**src/rtl/shift_nib_in_pstore.sv**
```systemverilog
// ---------------------------------------------------------------------------
// shift_nib_in_pstore
//   Receive side of the Pi nibble link. The Pi presents 4-bit nibbles
//   (most significant nibble first) on rising edges of sclk. When le is high
//   on an sclk rise, the assembled word is committed into a holding register.
//   The held word is offered to TI-side logic through a valid/ready handshake.
//   All Pi-side pins are asynchronous to clk and are synchronized here.
//
// Ports
//   clk         system clock
//   rst_n       asynchronous active-low reset
//   sclk        Pi shift clock (async), rising edge is the event
//   select      Pi channel select (async), active high
//   le          latch enable (async), commit instead of shift on sclk rise
//   nin[3:0]    nibble data (async), most significant nibble first
//   dout[W-1:0] committed word, W = 4*NIBBLES
//   dout_valid  dout holds a word not yet consumed
//   dout_ready  consumer takes dout when dout_valid & dout_ready
//   frame_err   one-cycle pulse: commit with a nibble count other than NIBBLES
//   overrun     sticky: commit arrived while dout was still held; word dropped
//   err_clr     synchronous clear of overrun (a same-cycle new overrun wins)
// ---------------------------------------------------------------------------
module shift_nib_in_pstore #(
    parameter int SYNC_STAGES = 2,
    parameter int NIBBLES     = 2
) (
    input  logic                   clk,
    input  logic                   rst_n,
    input  logic                   sclk,
    input  logic                   select,
    input  logic                   le,
    input  logic [3:0]             nin,
    output logic [4*NIBBLES-1:0]   dout,
    output logic                   dout_valid,
    input  logic                   dout_ready,
    output logic                   frame_err,
    output logic                   overrun,
    input  logic                   err_clr
);

    localparam int W  = 4 * NIBBLES;
    localparam int CW = $clog2(NIBBLES + 1);

    localparam logic [CW-1:0] CNT_ONE  = CW'(1);
    localparam logic [CW-1:0] CNT_FULL = CW'(NIBBLES);

    localparam logic [1:0] EMPTY   = 2'd0;
    localparam logic [1:0] FILLING = 2'd1;
    localparam logic [1:0] FULL    = 2'd2;
    localparam logic [1:0] OVER    = 2'd3;

    // Synchronizer: {sclk, select, le, nin} travel together so the data used
    // at an edge is the sample taken alongside the newer sclk sample.
    logic [6:0] sync_q [SYNC_STAGES];
    logic       sclk_prev;

    always_ff @(posedge clk or negedge rst_n) begin
        if (!rst_n) begin
            for (int unsigned i = 0; i < SYNC_STAGES; i++) begin
                sync_q[i] <= '0;
            end
            sclk_prev <= 1'b0;
        end else begin
            sync_q[0] <= {sclk, select, le, nin};
            for (int unsigned i = 1; i < SYNC_STAGES; i++) begin
                sync_q[i] <= sync_q[i-1];
            end
            sclk_prev <= sync_q[SYNC_STAGES-1][6];
        end
    end

    logic       sclk_s;
    logic       sel_s;
    logic       le_s;
    logic [3:0] nin_s;
    logic       sclk_rise;

    always_comb begin
        sclk_s    = sync_q[SYNC_STAGES-1][6];
        sel_s     = sync_q[SYNC_STAGES-1][5];
        le_s      = sync_q[SYNC_STAGES-1][4];
        nin_s     = sync_q[SYNC_STAGES-1][3:0];
        sclk_rise = sclk_s & ~sclk_prev;
    end

    // Assembly shift register and nibble-count FSM
    logic [1:0]    state;
    logic [W-1:0]  sr;
    logic [CW-1:0] cnt;
    logic [W+3:0]  sr_cat;
    logic [W-1:0]  sr_shift;

    // Concatenate then truncate so NIBBLES=1 needs no empty slice
    always_comb begin
        sr_cat   = {sr, nin_s};
        sr_shift = sr_cat[W-1:0];
    end

    always_ff @(posedge clk or negedge rst_n) begin
        if (!rst_n) begin
            state <= EMPTY;
            sr    <= '0;
            cnt   <= '0;
        end else if (!sel_s) begin
            state <= EMPTY;
            sr    <= '0;
            cnt   <= '0;
        end else if (sclk_rise) begin
            if (le_s) begin
                state <= EMPTY;
                sr    <= '0;
                cnt   <= '0;
            end else begin
                sr <= sr_shift;
                case (state)
                    EMPTY: begin
                        cnt   <= CNT_ONE;
                        state <= (NIBBLES == 1) ? FULL : FILLING;
                    end
                    FILLING: begin
                        cnt <= cnt + CNT_ONE;
                        if (cnt + CNT_ONE == CNT_FULL) begin
                            state <= FULL;
                        end
                    end
                    FULL:    state <= OVER;
                    OVER:    state <= OVER;
                    default: state <= EMPTY;
                endcase
            end
        end
    end

    // Commit decode
    logic commit;
    logic load;
    logic drop;
    logic bad_frame;

    always_comb begin
        commit    = sclk_rise & sel_s & le_s;
        load      = commit & (state == FULL) & (~dout_valid | dout_ready);
        drop      = commit & (state == FULL) & dout_valid & ~dout_ready;
        bad_frame = commit & (state != FULL);
    end

    // Holding register and status
    always_ff @(posedge clk or negedge rst_n) begin
        if (!rst_n) begin
            dout       <= '0;
            dout_valid <= 1'b0;
            frame_err  <= 1'b0;
            overrun    <= 1'b0;
        end else begin
            frame_err <= bad_frame;
            // A load in the same cycle as a consume keeps valid high
            if (load) begin
                dout       <= sr;
                dout_valid <= 1'b1;
            end else if (dout_valid && dout_ready) begin
                dout_valid <= 1'b0;
            end
            if (drop) begin
                overrun <= 1'b1;
            end else if (err_clr) begin
                overrun <= 1'b0;
            end
        end
    end

endmodule

```
**config.mk**
```make
export PLATFORM = sky130hd
export DESIGN_NAME = shift_nib_in_pstore
export DESIGN_NICKNAME = d
export VERILOG_FILES = /design/src/rtl/shift_nib_in_pstore.sv
export SDC_FILE = /design/constraint.sdc
export NUM_CORES = 1
export LEC_CHECK = 0
export ABC_AREA = 1
export CORE_UTILIZATION = 26
export CTS_CLUSTER_DIAMETER = 200
export DETAILED_ROUTE_END_ITERATION = 7
export SYNTH_ARGS = -nofsm -noshare
export SYNTH_HDL_FRONTEND = slang
export SYNTH_SLANG_ARGS = --single-unit
```
**constraint.sdc**
```tcl
create_clock -name clk -period 1 [get_ports clk]
set_input_delay 0.15 -clock clk [delete_from_list [all_inputs] [get_ports clk]]
set_output_delay 0.15 -clock clk [all_outputs]
set_load 0.05 [all_outputs]
```
# --- Word-level counts from Yosys, hierarchy flattened ---
# Index checks and enable logic that the tools add are counted.
totals:
  regBits: 38
  inputBits: 11
  elab_cells: 54
op_classes:
  add_sub_neg: 1
  eq_ne: 8
  n_mux: 16
  bitwise_logic: 12
  n_reduce_logical: 7
op_table:
  columns: ["op", "n"]
  rows:
  - ["2-to-1 mux 8 bit", 3]
  - ["2-to-1 mux 2 bit", 7]
  - ["AND 1 bit", 8]
  - ["equality test 2 bit, second input constant", 3]
  - ["one-hot mux 2 bit (3 select lines)", 1]
  - ["2-to-1 mux 1 bit", 4]
  - ["inequality test 4 x 2 -> 1 bit, second input constant", 1]
  - ["inequality test 4 bit, second input constant", 1]
  - ["one-hot mux 2 bit (2 select lines)", 1]
  - ["AND reduction 2 bit", 2]
  - ["nonzero test 2 bit", 2]
  - ["NOT 1 bit", 3]
  - ["adder 2 x 1 -> 2 bit, second input constant", 1]
  - ["equality test 2 x 1 -> 1 bit, second input constant", 1]
  - ["logical NOT 2 bit", 1]
  - ["inequality test 2 x 1 -> 1 bit, second input constant", 1]
  - ["inequality test 2 bit, second input constant", 1]
  - ["OR reduction 2 bit", 1]
  - ["logical AND 1 bit", 1]
  - ["OR 1 bit", 1]

# --- Longest topological paths before layout ---
# Gate-level depths: netlist of the first run.
depth:
  ltp_word: 8
  depth_mapped: 7
  mapped_depth_nobuf: 7

# --- Least setup slack after synthesis of the first run ---
# OpenSTA, ideal clock, no wires.
synth_timing:
  path_kind: "register -> register"
  startpoint: "register dout_valid"
  endpoint: "register overrun"
  setup_time_ns: 0.121
  t_arrival_ns: 1.205
  t_required_ns: 0.879
  slack_ns: -0.326
  stages_incl_launch_ff: 5
  n_path_buf: 1
  period_less_slack_ns: 1.326
  path_cell_list: "dfrtp_1 > nand2_1 > clkbuf_1 > nand3b_1 > o21ai_1"
synth_between:
  elab_chain_cells: 3
  word_cells_on_any_way: 4
synth_rtl:
  columns: ["element", "line", "rtl"]
  rows:
  - ["start, declared", "34", "output logic dout_valid,"]
  - ["start signal, assigned", "151", "dout_valid <= 1'b0;"]
  - ["start signal, assigned", "159", "dout_valid <= 1'b1;"]
  - ["start signal, assigned", "161", "dout_valid <= 1'b0;"]
  - ["AND 1 bit (*) (2 in a row)", "143", "drop = commit & (state == FULL) & dout_valid & ~dout_ready;"]
  - ["2-to-1 mux 1 bit / nonzero test 2 bit (equally long branches)", null, null]
  - ["end signal, assigned", "153", "overrun <= 1'b0;"]
  - ["end signal, assigned", "164", "overrun <= 1'b1;"]
  - ["end signal, assigned", "166", "overrun <= 1'b0;"]
  - ["end, declared", "37", "output logic overrun,"]
# Mark *: on every way between the ends. The rest lies on a longest branch, timed or not.
# A chain may end at the register's enable or synchronous reset.

# --- Worst setup path in the final report of the first run ---
layout_timing:
  startpoint: "register sync_q, in the netlist sel_s"
  endpoint: "register dout[5]"
layout_between:
  elab_chain_cells: 4
layout_rtl:
  columns: ["element", "line", "rtl"]
  rows:
  - ["start, declared", "54", "logic [6:0] sync_q [SYNC_STAGES];"]
  - ["start signal, assigned by index", "66", "sync_q[i] <= sync_q[i-1];"]
  - ["AND 1 bit (2 in a row)", "141", "commit = sclk_rise & sel_s & le_s;"]
  - ["AND 1 bit (2 in a row)", "142", "load = commit & (state == FULL) & (~dout_valid | dout_ready);"]
  - ["end signal, assigned", "158", "dout <= sr;"]
  - ["end, declared", "33", "output logic [4*NIBBLES-1:0] dout,"]
# No other way between the ends.

==> results of run 1 <==
==> power breakdown <==
part           switching (mW)  internal (mW)
registers              0.0437           1.60
clock network           0.527           1.06
logic                   0.164          0.155
total                   0.734           2.82
==> layer usage <==
metal | global-route usage | up-vias
met5 | 0 | -
met4 | 0.0617 | 0
met3 | 0.0397 | 5
met2 | 0.185 | 25
met1 | 0.132 | 484
li1 | - | 513
==> worst max-delay path, delay by kind of cell, from the launching register on <==
kind,cells,cell delay (ps)
DFF,1,440
buffers and inverters,1,90
and+or+nand+nor,4,420
==> stage by stage <==
step / total power, mW / instances / setup WS, ps / hold slack (ps)
final: 3.55 / 247 / -63.8 / 290
after global routing: 3.74 / 247 / -156 / 276
after CTS: 3.59 / 246 / -64.8 / 283
after detailed placement: 1.96 / 230 / -158 / 131
after global placement: 1.96 / 230 / -139 / 133
after floorplan: 1.78 / 129 / -70.8 / -146
==> cells in the mapped netlist <==
cell type  number  area share
nor3_1          2      0.0072
nor2_8          1       0.014
buf_2           2      0.0072
ha_1            1      0.0089
a21oi_1         1      0.0036
or2_1           1      0.0045
clkbuf_1        1      0.0027
o21ai_1         5       0.018
nor2_1          4       0.011
inv_2           2      0.0054
nor2_2          1      0.0045
o21ai_0         6       0.021
nand4_1         8       0.036
inv_1          11       0.030
nand2_2         2      0.0089
nand2_1        30       0.081
nand3_4         1       0.013
dfrtp_1        38        0.68
nand3b_1        1      0.0054
nand3_1        11       0.039
==> flip-flops by register name (all words and copies together) (netlist names) <==
register and cells:
sclk_prev 1, dout_valid 1, overrun 1, cnt 2, state 2, frame_err 1, le_s 1, sclk_s 1
nin_s 4, sel_s 1, sync_q 7, sr 8, dout 8
==> worst max path at each step <==
stage | from | end | slack (ps) | cells past startpoint
final | sel_s | dout[5] | -60 | 5
after global routing | state[1] | dout[3] | -160 | 6
after CTS | le_s | state[0] | -60 | 6
after detailed placement | dout_ready | dout[6] | -160 | 6
after global placement | dout_ready | dout[0] | -140 | 6
after floorplan | dout_valid | overrun | -70 | 4
==> layout make-up <==
type	instances	area, sq um	area share
Sequential cell	38	953	0.436
Inverter	13	48.8	0.0223
Clock buffer	6	82.6	0.0378
Clock inverter	2	60.1	0.0275
Multi-Input combinational cell	76	438	0.200
Tap cell	70	87.6	0.0400
Timing Repair Buffer	42	517	0.236
==> cells by family (layout without fill, tap and decap cells) <==
logic type               after synthesis  in the layout  synth area share
buffers and inverters                 16             63            0.0447
adder cells (fa/ha/maj)                1              1           0.00894
flip-flops                            38             38             0.680
AND/OR/NAND/NOR                       62             63             0.224
AO/OA/AOI/OAI                         12             12            0.0429
==> what timing repair did <==
item / 4_1_cts / 5_1_grt
hold endpoints to repair: 38 / 0
gates cloned: 1 / 0
hold buffers: 1 / 0
pin swaps: 3 / 6
buffers inserted: 6 / 2
resized for setup: 6 / 7
setup endpoints to repair: 27 / 34
==> flow_metrics.py, run 1 <==
metrics = {
    "sta": {
        "fin_setup_tns_ps": -775,
        "fmax_mhz": 940,
        "slew_headroom": 0.856,
        "drv_slew": 0,
        "layout_setup_ws_ps": -63.8,
        "fin_crit_sh": 1.06,
        "hold_viol": 0,
        "rsz0062_at_grt": "true",
        "fin_worst_skew_ps": 4.59,
        "min_period_ps": 1060,
        "setup_viol": 26,
        "tightest_slew_ps": 216,
    },
    "worst_setup_path": {
        "worstSetupPathType": "reg -> reg",
        "worstPathMaxFanout": 4,
        "crit_path_frequent_cell": "nand2_1",
        "start_kind": "register",
        "critPathSlowestCell": "dfrtp_2",
        "cp.arrival_ps": 1240,
        "r2r_setup_slack_ps": -60,
        "max_stage_delay_ps": 440,
        "end_kind": "register",
        "reg2reg_from": "sel_s",
        "path_cells": "inv_2, nor2_8, nand3_2, nand2_1, nand2_1",
        "worst-r2r-cell-count": 5,
        "reg2reg_to": "dout[5]",
        "cp.required_ps": 1180,
    },
    "min_path": {
        "hold_path.class": "in -> reg",
        "whs_path_depth": 1,
        "min_from": "nin[3]",
        "whs_endpoint": "sync_q[10]",
    },
    "logic_synthesis": {
        "postSynthCellCount": 129,
        "yosys_register_bits": 38,
        "syn_nets": 141,
        "avgSynthCellArea_sq_um": 10.8,
        "yosysWarnings": 0,
        "syn_area_sq_mm": 0.00140,
        "synth_cell_types": 20,
        "ys_seq_area_frac": 0.680,
    },
    "drt": {
        "detail-route-antenna-nets": 0,
        "drt_iter0_drc": 41,
        "wl_met3_microns": 120,
        "post_drt_wl_per_cell_microns": 10.5,
        "drcViolationCount": 0,
        "drt-met1-wl_microns": 1190,
        "met2WireLength_microns": 1240,
        "drt-total-wl_microns": 2600,
        "top_layer": "met4",
        "dr.pass1.iters": 4,
        "vias": 1027,
        "drt-vias-per-instance": 4.16,
    },
    "global_routing": {
        "grt_start_max_net_pins": 39,
        "grt_pass1_vias": 1010,
        "antenna_found_initial": 0,
        "globalRouteOverflowTotal": 0,
        "grtUsageTotal": 0.114,
        "grt_pass1_wl_microns": 4580,
    },
    "run_status": {
        "violations": "setup timing",
        "outcome": "finished, violations left",
    },
    "clocking": {
        "h-tree-depth": 2,
        "clkTransAtPathRegs_ps": 70,
        "insertion_delay_ps": 290,
        "cts.sinks": 38,
        "cts_buffer_depth": 2,
        "cts_made_buffers": 5,
        "cts_tree": "done",
        "root_buffer": "clkbuf_8",
    },
    "cells_and_area": {
        "num_antenna_cells": 0,
        "final_common_cell": "dfrtp_1",
        "fin_util": 0.426,
        "drive_gt1_frac": 0.328,
        "syn_to_final_growth_pct": 56.4,
        "most-common-layout-cells": "dfrtp_1 (36), nand2_1 (26), buf_4 (16)",
        "stdcell_area_sq_mm": 0.00219,
        "fillers": 511,
        "final_nets": 188,
    },
    "place": {
        "dpl_cell_area_sq_mm": 0.00194,
        "hpwlAfterDp_microns": 1710,
        "gp_congestion": 0.824,
        "port_buffers": 21,
    },
    "die": {
        "num_rows": 26,
        "dieArea_sq_mm": 0.00568,
        "start_util": 0.272,
        "core_area_sq_mm": 0.00514,
        "fp.dieH_microns": 75.4,
        "die_x_microns": 75.4,
        "io_pins": 22,
    },
    "power_and_ir_drop": {
        "p_leak_nw": 1.03,
        "powerDensity_mw_per_mm2": 1620,
        "ir_drop_mv": 0.848,
    },
    "run": {
        "maxCapViolations": 0,
    },
}
(Power assumes the default switching activity.)
==> run 2: changes to the inputs <==
--- a/config.mk
+++ b/config.mk
@@ -6,9 +6,11 @@
 export NUM_CORES = 1
 export LEC_CHECK = 0
 export ABC_AREA = 1
+export CAP_MARGIN = 25
 export CORE_UTILIZATION = 26
 export CTS_CLUSTER_DIAMETER = 200
 export DETAILED_ROUTE_END_ITERATION = 7
+export RECOVER_POWER = 100
 export SYNTH_ARGS = -nofsm -noshare
 export SYNTH_HDL_FRONTEND = slang
 export SYNTH_SLANG_ARGS = --single-unit
==> flow_metrics.py, run 2 (synthesis gave the netlist of run 1 again) <==
metrics = {
    "global_routing": {
        "antenna_found_initial": 0,
        "grt_pass1_vias": 1010,
        "globalRouteOverflowTotal": 0,
        "grtUsageTotal": 0.114,
        "grt_start_max_net_pins": 39,
        "grt_pass1_wl_microns": 4580,
    },
    "clocking": {
        "insertion_delay_ps": 290,
        "clkTransAtPathRegs_ps": 70,
        "h-tree-depth": 2,
        "cts_tree": "done",
        "cts_buffer_depth": 2,
        "cts_made_buffers": 5,
        "root_buffer": "clkbuf_8",
        "cts.sinks": 38,
    },
    "cells_and_area": {
        "final_common_cell": "dfrtp_1",
        "most-common-layout-cells": "dfrtp_1 (36), nand2_1 (26), buf_4 (16)",
        "fillers": 512,
        "syn_to_final_growth_pct": 55.5,
        "final_nets": 188,
        "fin_util": 0.423,
        "num_antenna_cells": 0,
        "drive_gt1_frac": 0.328,
        "largestRegisters": "dout: 8 flops, sr: 8 flops, sync_q: 7 flops",
    },
    "place": {
        "hpwlAfterDp_microns": 1710,
        "gp_congestion": 0.824,
        "port_buffers": 21,
        "dp_slack_ps": -158,
    },
    "sta": {
        "holdWs_ps": 352,
        "fin_setup_tns_ps": -775,
        "fmax_mhz": 940,
        "setup_viol": 26,
        "tightest_slew_ps": 507,
        "hold_viol": 0,
        "slew_headroom": 0.662,
        "fin_worst_skew_ps": 4.59,
        "rsz0062_at_grt": "true",
        "layout_setup_ws_ps": -63.8,
        "fin_crit_sh": 1.06,
        "drv_slew": 0,
        "min_period_ps": 1060,
    },
    "worst_setup_path": {
        "startpoint": "sel_s",
        "cp.arrival_ps": 1240,
        "reg2reg_from": "sel_s",
        "start_kind": "register",
        "path_cells": "inv_2, nor2_8, nand3_2, nand2_1, nand2_1",
        "critPathSlowestCell": "dfrtp_2",
        "path_delay_family": "flip-flops",
        "crit_path_frequent_cell": "nand2_1",
        "worstPathMaxFanout": 4,
        "cp.required_ps": 1180,
        "max_stage_delay_ps": 440,
        "path_buf_inv": 1,
        "worstSetupPathType": "reg -> reg",
        "end_kind": "register",
    },
    "power_and_ir_drop": {
        "powerDensity_mw_per_mm2": 1630,
        "ir_drop_mv": 0.845,
        "p_leak_nw": 1.03,
    },
    "drt": {
        "dr.pass1.iters": 4,
        "post_drt_wl_per_cell_microns": 10.5,
        "drt-vias-per-instance": 4.16,
        "drcViolationCount": 0,
        "vias": 1027,
        "detail-route-antenna-nets": 0,
        "drt_iter0_drc": 41,
        "drt-total-wl_microns": 2600,
    },
    "min_path": {
        "hold_path.class": "reg -> reg",
        "min_from": "sync_q[10]",
    },
    "run_status": {
        "outcome": "finished, violations left",
        "violations": "setup timing",
    },
    "die": {
        "io_pins": 22,
        "start_util": 0.272,
        "die_x_microns": 75.4,
        "num_rows": 26,
        "dieArea_sq_mm": 0.00568,
        "fp.dieH_microns": 75.4,
        "core_area_sq_mm": 0.00514,
    },
    "run": {
        "maxCapViolations": 0,
    },
}
-- run 2: changes by cell type in the layout (fill, tap and decap cells not counted) --
cell             before  now
buf_12               14   13
clkbuf_4              0    1
clkdlybuf4s50_1       9    2
dlygate4sd3_1         1    8
-- run 2: through the flow --
stage,total power [mW],std cells,cell area (sq um)
floorplan,1.78,129,1420
global placement,1.96,230,1940
detailed placement,1.96,230,1940
CTS,3.59,246,2150
global route,3.72,247,2170
finish,3.54,247,2170
-- run 2: layout make-up --
class	count	area (sq um)	area share
Clock buffer	6	82.6	0.0380
Clock inverter	2	60.1	0.0276
Inverter	13	48.8	0.0224
Multi-Input combinational cell	76	438	0.201
Sequential cell	38	953	0.438
Tap cell	70	87.6	0.0403
Timing Repair Buffer	42	504	0.232
-- run 2: where the power goes --
part	total (mW)	internal (mW)	switching (mW)
registers	1.64	1.60	0.0437
logic	0.306	0.143	0.163
clock network	1.59	1.06	0.527
-- run 2: worst paths after layout --
| kind | to | slack (ps) | depth (start not counted) |
|---|---|---|---|
| max in group asynchronous | sel_s | 160 | 3 |
| max | dout[5] | -60 | 5 |
| max reg2reg | dout[5] | -60 | 5 |
| min in group asynchronous | overrun | 480 | 3 |
| min | nin_s[3] | 350 | 0 |
| min reg2reg | nin_s[3] | 350 | 0 |
-- run 2: per-layer routing --
layer / global-route usage / part of all wire / wire, microns
met5: 0 / 0 / 0
met4: 0.0617 / 0.019 / 50
met1: 0.132 / 0.46 / 1190
met3: 0.0397 / 0.046 / 120
met2: 0.185 / 0.47 / 1230
-- run 2: timing repair --
action / 4_1_cts / 5_1_grt
setup endpoints to repair: 27 / 34
hold endpoints to repair: 38 / 0
gates cloned: 1 / 0
gates resized for setup: 6 / 7
setup buffers: 6 / 2
hold buffers: 1 / 0
pin swaps: 3 / 6
